File: config.mk
export PLATFORM = sky130hd
export DESIGN_NAME = vx_fetch_ibuf_flat
export DESIGN_NICKNAME = d
export VERILOG_FILES = /design/src/rtl/vx_fetch_ibuf_pkg.sv /design/src/rtl/vx_fetch_ibuf_if.sv /design/src/rtl/vx_ibuf_warp_fifo.sv /design/src/rtl/vx_fetch_ibuf.sv /design/src/flat_wrapper.sv
export SDC_FILE = /design/constraint.sdc
export NUM_CORES = 1
export LEC_CHECK = 0
export ABC_CLOCK_PERIOD_IN_PS = 6300
export CAP_MARGIN = 10
export CORE_AREA = 2 2 235 468
export CTS_CLUSTER_DIAMETER = 80
export DETAILED_ROUTE_END_ITERATION = 6
export DIE_AREA = 0 0 237 470
export PLACE_DENSITY = 0.8
export SLEW_MARGIN = 20
export SYNTH_ARGS = -nofsm -noshare
export SYNTH_HDL_FRONTEND = slang
export SYNTH_SLANG_ARGS = --single-unit
export TNS_END_PERCENT = 1
File: constraint.sdc
create_clock -name clk -period 6.3 [get_ports clk]
set_clock_uncertainty 0.15 [all_clocks]
set_input_delay 0.63 -clock clk [delete_from_list [all_inputs] [get_ports clk]]
set_output_delay 0.63 -clock clk [all_outputs]
set_load 0.005 [all_outputs]
File: src/rtl/vx_fetch_ibuf_pkg.sv
// Shared types for the fetch instruction buffer slice.
//   NUM_WARPS_DEF : default warp count for this build
//   NW_WIDTH      : warp-id width, at least 1 bit
//   UUID_WIDTH    : instruction uuid width
//   fetch_t       : fetch packet {uuid, wid, tmask, PC, instr}
// These mirror the GPU-wide definitions so the slice builds on its own.
package vx_fetch_ibuf_pkg;

  localparam int NUM_WARPS_DEF = 4;
  localparam int NUM_THREADS   = 4;
  localparam int UUID_WIDTH    = 32;
  localparam int NW_WIDTH      = (NUM_WARPS_DEF > 1) ? $clog2(NUM_WARPS_DEF) : 1;

  typedef struct packed {
    logic [UUID_WIDTH-1:0]  uuid;
    logic [NW_WIDTH-1:0]    wid;
    logic [NUM_THREADS-1:0] tmask;
    logic [31:0]            PC;
    logic [31:0]            instr;
  } fetch_t;

endpackage

File: src/rtl/vx_fetch_ibuf_if.sv
// Valid/ready handshake carrying one fetch_t packet.
//   valid : producer has a packet
//   data  : the packet
//   ready : consumer accepts this cycle
// master = producer side, slave = consumer side.
interface vx_fetch_ibuf_if;
  import vx_fetch_ibuf_pkg::*;

  logic   valid;
  fetch_t data;
  logic   ready;

  modport master (output valid, output data, input ready);
  modport slave  (input valid, input data, output ready);

endinterface

File: src/rtl/vx_ibuf_warp_fifo.sv
// Single-warp instruction FIFO.
//   clk, reset : clock, synchronous active-high reset (pointers/count only)
//   push/wdata : write one entry (ignored when full)
//   pop        : drop the head entry (ignored when empty)
//   rdata      : head entry, read from registered storage
//   empty/full : occupancy flags
module vx_ibuf_warp_fifo
  import vx_fetch_ibuf_pkg::*;
#(
  parameter int IBUF_SIZE = 4
) (
  input  logic   clk,
  input  logic   reset,
  input  logic   push,
  input  fetch_t wdata,
  input  logic   pop,
  output fetch_t rdata,
  output logic   empty,
  output logic   full
);

  localparam int AW = $clog2(IBUF_SIZE);

  fetch_t         mem [IBUF_SIZE];
  logic [AW-1:0]  rd_ptr;
  logic [AW-1:0]  wr_ptr;
  logic [AW:0]    count;
  logic           do_push;
  logic           do_pop;

  assign empty   = (count == '0);
  assign full    = (count == (AW+1)'(IBUF_SIZE));
  assign do_push = push && !full;
  assign do_pop  = pop && !empty;
  assign rdata   = mem[rd_ptr];

  // Pointers wrap naturally because IBUF_SIZE is a power of two.
  always_ff @(posedge clk) begin
    if (reset) begin
      rd_ptr <= '0;
      wr_ptr <= '0;
      count  <= '0;
    end else begin
      if (do_push) wr_ptr <= wr_ptr + 1'b1;
      if (do_pop)  rd_ptr <= rd_ptr + 1'b1;
      case ({do_push, do_pop})
        2'b10:   count <= count + 1'b1;
        2'b01:   count <= count - 1'b1;
        default: count <= count;
      endcase
    end
  end

  // Storage is data only and carries no reset.
  always_ff @(posedge clk) begin
    if (do_push) mem[wr_ptr] <= wdata;
  end

endmodule

File: src/rtl/vx_fetch_ibuf.sv
// Per-warp instruction buffer between fetch and decode.
//   clk, reset : clock, synchronous active-high reset
//   fetch      : slave handshake from fetch; ready = ~full[fetch.data.wid]
//   decode     : master handshake to decode; one instruction per cycle,
//                round-robin over non-empty warps, grant frozen while stalled
//   ibuf_pop   : registered one-hot credit, bit w pulses the cycle after
//                warp w is dequeued
module vx_fetch_ibuf
  import vx_fetch_ibuf_pkg::*;
#(
  parameter int NUM_WARPS = NUM_WARPS_DEF,
  parameter int IBUF_SIZE = 4
) (
  input  logic                 clk,
  input  logic                 reset,
  vx_fetch_ibuf_if.slave       fetch,
  vx_fetch_ibuf_if.master      decode,
  output logic [NUM_WARPS-1:0] ibuf_pop
);

  logic [NUM_WARPS-1:0] empty;
  logic [NUM_WARPS-1:0] full;
  logic [NUM_WARPS-1:0] push;
  logic [NUM_WARPS-1:0] pop;
  fetch_t               head [NUM_WARPS];

  logic [NW_WIDTH-1:0]  last_grant;
  logic [NW_WIDTH-1:0]  lock_wid;
  logic                 lock_vld;
  logic [NW_WIDTH-1:0]  grant;
  logic                 any_valid;
  logic                 handshake;

  // Nearest requester after `last` wins; scanning from the far end lets the
  // closest hit overwrite the result without an early exit.
  function automatic logic [NW_WIDTH-1:0] rr_pick(
    input logic [NW_WIDTH-1:0]  last,
    input logic [NUM_WARPS-1:0] req
  );
    logic [NW_WIDTH-1:0] pick;
    int                  idx;
    pick = last;
    for (int i = NUM_WARPS; i >= 1; i--) begin
      idx = (int'(last) + i) % NUM_WARPS;
      if (req[idx]) pick = NW_WIDTH'(idx);
    end
    return pick;
  endfunction

  // Full warps are refused outright, even when popped this cycle.
  assign fetch.ready = ~full[fetch.data.wid];

  for (genvar w = 0; w < NUM_WARPS; w++) begin : g_warp
    assign push[w] = fetch.valid && fetch.ready && (fetch.data.wid == NW_WIDTH'(w));
    assign pop[w]  = handshake && (grant == NW_WIDTH'(w));

    vx_ibuf_warp_fifo #(
      .IBUF_SIZE (IBUF_SIZE)
    ) u_fifo (
      .clk   (clk),
      .reset (reset),
      .push  (push[w]),
      .wdata (fetch.data),
      .pop   (pop[w]),
      .rdata (head[w]),
      .empty (empty[w]),
      .full  (full[w])
    );
  end

  // Grant selection: all inputs are registered state, so fetch never reaches
  // decode combinationally. A locked warp is still non-empty because it was
  // not popped.
  always_comb begin
    grant     = lock_vld ? lock_wid : rr_pick(last_grant, ~empty);
    any_valid = lock_vld || (|(~empty));
    handshake = any_valid && decode.ready;
  end

  assign decode.valid = any_valid;
  assign decode.data  = head[grant];

  // Registered grant lock, round-robin pointer and credit pulse.
  always_ff @(posedge clk) begin
    if (reset) begin
      last_grant <= NW_WIDTH'(NUM_WARPS - 1);
      lock_vld   <= 1'b0;
      lock_wid   <= '0;
      ibuf_pop   <= '0;
    end else begin
      lock_vld <= any_valid && !decode.ready;
      lock_wid <= grant;
      ibuf_pop <= '0;
      if (handshake) begin
        last_grant      <= grant;
        ibuf_pop[grant] <= 1'b1;
      end
    end
  end

endmodule

File: src/flat_wrapper.sv
// flat-port wrapper written by rule: the top's interface ports become plain ports
module vx_fetch_ibuf_flat import vx_fetch_ibuf_pkg::*;
#(
  parameter int NUM_WARPS = NUM_WARPS_DEF,
  parameter int IBUF_SIZE = 4
)
  (clk, reset, ibuf_pop, fetch_valid, fetch_data, fetch_ready, decode_valid, decode_data, decode_ready);
  vx_fetch_ibuf_if fetch_i ();
  vx_fetch_ibuf_if decode_i ();
  input  logic clk;
  input  logic reset;
  output logic [NUM_WARPS-1:0] ibuf_pop;
  input wire logic [$bits(fetch_i.valid)-1:0] fetch_valid;
  input wire logic [$bits(fetch_i.data)-1:0] fetch_data;
  output wire logic [$bits(fetch_i.ready)-1:0] fetch_ready;
  output wire logic [$bits(decode_i.valid)-1:0] decode_valid;
  output wire logic [$bits(decode_i.data)-1:0] decode_data;
  input wire logic [$bits(decode_i.ready)-1:0] decode_ready;
  assign fetch_i.valid = fetch_valid;
  assign fetch_i.data = fetch_data;
  assign fetch_ready = fetch_i.ready;
  assign decode_valid = decode_i.valid;
  assign decode_data = decode_i.data;
  assign decode_i.ready = decode_ready;
  vx_fetch_ibuf #(.NUM_WARPS(NUM_WARPS), .IBUF_SIZE(IBUF_SIZE)) u_core (.clk(clk), .reset(reset), .fetch(fetch_i), .decode(decode_i), .ibuf_pop(ibuf_pop));
endmodule
==> flow_metrics.py <==
metrics = {
    "synth": {
        "synth_fa_ha_area_share_pct": 0.5138,
        "synth_xor_area_share_pct": 0.1635,
        "yosys-top-cells-count": "1632 x edfxtp_1, 409 x mux4_2, 310 x mux2i_1",
        "synth_mux_area_share_pct": 19.35,
        "ys_warn_count": 0,
        "synthTopCellsByArea": "edfxtp_1 76%, mux4_2 14%, mux2i_1 4.8%",
        "ys_seq_area_share_pct": 77.64,
        "synth_seq_cells": 1677,
        "netlist.area_leader.share_pct": 76.23,
        "synthSimpleGateAreaFrac_pct": 0.9420,
        "ys_async_sr_fraction_pct": 0,
        "yosys.area.top_type": "edfxtp_1",
        "yosysMostFrequentCell": "edfxtp_1",
        "syn-cell-area_um2": 64280,
        "synth_compound_area_share_pct": 0.2705,
        "syn_nets": 2868,
        "syn_avg_cell_area_um2": 23.48,
        "synth_top_family_by_area": "multiplexers",
        "ys.flop_type": "edfxtp_1",
        "synthCells": 2738,
        "synth_edf_count": 1632,
        "ys_types": 43,
    },
    "timing": {
        "timing.hold.ws_ns": 0.3972,
        "period_needed_ns": 5.325,
        "fmax_mhz": 187.8,
        "worst_pin_slew_ns": 1.100,
        "finalHoldViolations": 0,
        "min_period_over_period_pct": 84.52,
        "max-slew-margin-rel_pct": 26.67,
        "drv_slew": 0,
        "setup_violations": 0,
        "setup_total_negative_slack_ns": 0,
        "rsz0062_at_grt": "false",
    },
    "cts": {
        "clock_sinks": 1677,
        "cts_max_path_buffers": 3,
        "clk_latency_ns": 0.77,
        "cts_root_buf": "clkbuf_16",
        "cts_setup_buffers": 0,
        "htree_levels": 4,
        "cts_buffers": 141,
        "cts.clk_slew.worst_paths_ns": 0.07,
        "cts_hold_buffers": 0,
        "cts.repair.resized": 0,
        "cts_tree": "yes",
    },
    "drt": {
        "vias": 30700,
        "drtIter0Drc": 3837,
        "post_drt_via_cell_ratio": 6.787,
        "drtPass1Iterations": 7,
        "ant_nets": 0,
        "routedWlPerCell_um": 33.61,
        "drcViolationCount": 0,
        "routed_wl_um": 152000,
    },
    "hold_path": {
        "min_from": "u_core.g_warp[2].u_fifo.count[2]",
        "hold_path_class": "flop to flop",
        "worstHoldPathCells": 2,
        "min_to": "u_core.g_warp[2].u_fifo.count[2]",
    },
    "global_route": {
        "grt_pass1_wl_um": 220000,
        "grt_pass1_vias": 32010,
        "antenna_found_initial": 16,
        "grt_max_degree": 84,
        "grt_usage_pct": 27.76,
        "grt_overflow": 0,
    },
    "finish": {
        "area_growth_pct": 13.55,
        "drive_gt1_share_pct": 22.81,
        "nets": 3152,
        "finish.instance_area_um2": 73000,
    },
    "place": {
        "place_hpwl_um": 72860,
        "gp_congestion": 0.7788,
        "portBuffers": 213,
        "place_area_um2": 68380,
    },
    "die": {
        "io_pins": 214,
        "die_w_um": 237,
        "die-height_um": 470,
        "dieArea_um2": 111400,
        "rows": 171,
        "core-area_um2": 108000,
        "start_util_pct": 59.50,
    },
    "worst_setup_path": {
        "r2r-start": "u_core.g_warp[0].u_fifo.count[0]",
        "crit_buf_inv": 3,
        "end_kind": "primary output",
        "path_depth": 9,
        "crit_fanout": 32,
        "r2r-end": "u_core.g_warp[3].u_fifo.count[2]",
        "cp-start-kind": "flop",
        "arrival_ns": 4.54,
        "cpMaxStageDelayCell": "nand2_4",
        "cp_cell_sequence": "or3_4 > a21oi_2 > o2111ai_1 > nand2_4 > buf_4 > buf_4 > mux2i_1 > mux2i_1 > clkdlybuf4s50_1",
        "crit_type": "flop to primary output",
        "ff2ff_setup_slack_ns": 2.14,
        "worstPathRequired_ns": 5.52,
        "max_stage_delay_ns": 0.64,
        "reg2regPathDepth": 12,
        "cp_top_family": "buffers and inverters",
    },
    "flow_run": {
        "cap_viol_max_count": 0,
    },
    "run_status": {
        "status": "completed",
    },
    "power_and_ir_drop": {
        "power_leakage_nw": 22.69,
        "irDropWorstVdd_v": 0.0003677,
        "p_per_area_nw_per_um2": 348.9,
    },
}
## power breakdown
group          internal (mW)  switching, mW
Combinational           2.03           2.16
Sequential              12.4          0.105
Clock                   4.89           3.90
Total                   19.3           6.17
## metrics by stage
step / total power [mW] / setup slack [ns] / instances / util, %
final: 25.47 / 0.9752 / 4523 / 67.56
after global routing: 26.14 / 0.7977 / 4518 / 67.55
after CTS: 25.59 / 0.9535 / 4518 / 67.54
after detailed placement: 16.85 / 1.709 / 4263 / 63.29
after global placement: 16.76 / 1.916 / 4263 / 63.29
after floorplan: 14.89 / 2.154 / 2738 / -
## cells by family after synthesis
group / count (synthesis)
adder cells (fa/ha/maj): 24
buffers and inverters: 160
multiplexers: 730
flip-flops: 1677
AO/OA/AOI/OAI: 24
XOR/XNOR: 12
AND/OR/NAND/NOR: 111
## per-layer routing
metal / routed length, µm / GRT usage (%)
met3: 15170 / 6.984
met1: 55050 / 36.55
met2: 77770 / 46.36
met4: 3849 / 8.200
met5: 161 / 0
## layout by cell type, fill, tap and decap left out, types with 5 or more instances in the layout
master,instances
diode_2,5
nand3_1,9
buf_4,37
clkinvlp_4,5
inv_1,26
dfxtp_1,37
bufinv_16,14
mux2i_1,310
mux4_2,409
clkbuf_16,148
nor2_1,37
clkinv_1,24
clkinv_2,34
nor3_1,9
or3_1,7
inv_6,6
clkbuf_1,20
clkdlybuf4s50_1,213
edfxtp_1,1632
dfxtp_4,8
mux2_1,11
and2_4,16
nor2b_1,7
xor2_1,8
ha_1,20
a21oi_1,9
buf_12,25
## layout make-up
class,count,area [µm²]
clock buffer,170,3806
sequential,1677,49940
tap,1384,1732
fill,6264,35050
clock inverter,85,792.0
multi-input combinational,901,13710
timing repair buffer,275,2910
inverter,26,97.59
antenna,5,12.51
## flip-flops by register name, indices dropped and copies added (netlist names), named ones only
signal,cells
u_core.last_grant,2
u_core.ibuf_pop,4
u_core.g_warp.u_fifo.count,12
u_core.g_warp.u_fifo.mem,1632
u_core.g_warp.u_fifo.rd_ptr,8
u_core.lock_wid,2
u_core.lock_vld,1
u_core.g_warp.u_fifo.wr_ptr,8
## worst reg2reg max path: stages (launching register included)
cell and delay, ns:
dfxtp_1 0.35, nor3_1 0.43, a2bb2oi_1 0.17, o2111ai_1 0.32
nand2_4 0.49, buf_4 0.51, nor3_2 0.34, ha_1 0.24
inv_1 0.06, fa_1 0.37, xor2_1 0.16, or3_1 0.32
a21oi_1 0.16
## worst max-delay path by stage
stage	startpoint	endpoint
floorplan	fetch_data[68]	u_core.g_warp[0].u_fifo.mem[0][0]
global placement	fetch_data[68]	u_core.g_warp[0].u_fifo.mem[0][44]
detailed placement	fetch_data[68]	u_core.g_warp[0].u_fifo.mem[3][93]
CTS	u_core.g_warp[1].u_fifo.count[2]	decode_data[91]
global route	u_core.g_warp[3].u_fifo.count[2]	decode_data[91]
finish	u_core.g_warp[1].u_fifo.count[2]	decode_data[91]
No activity file was read; power rests on OpenSTA's default activity.
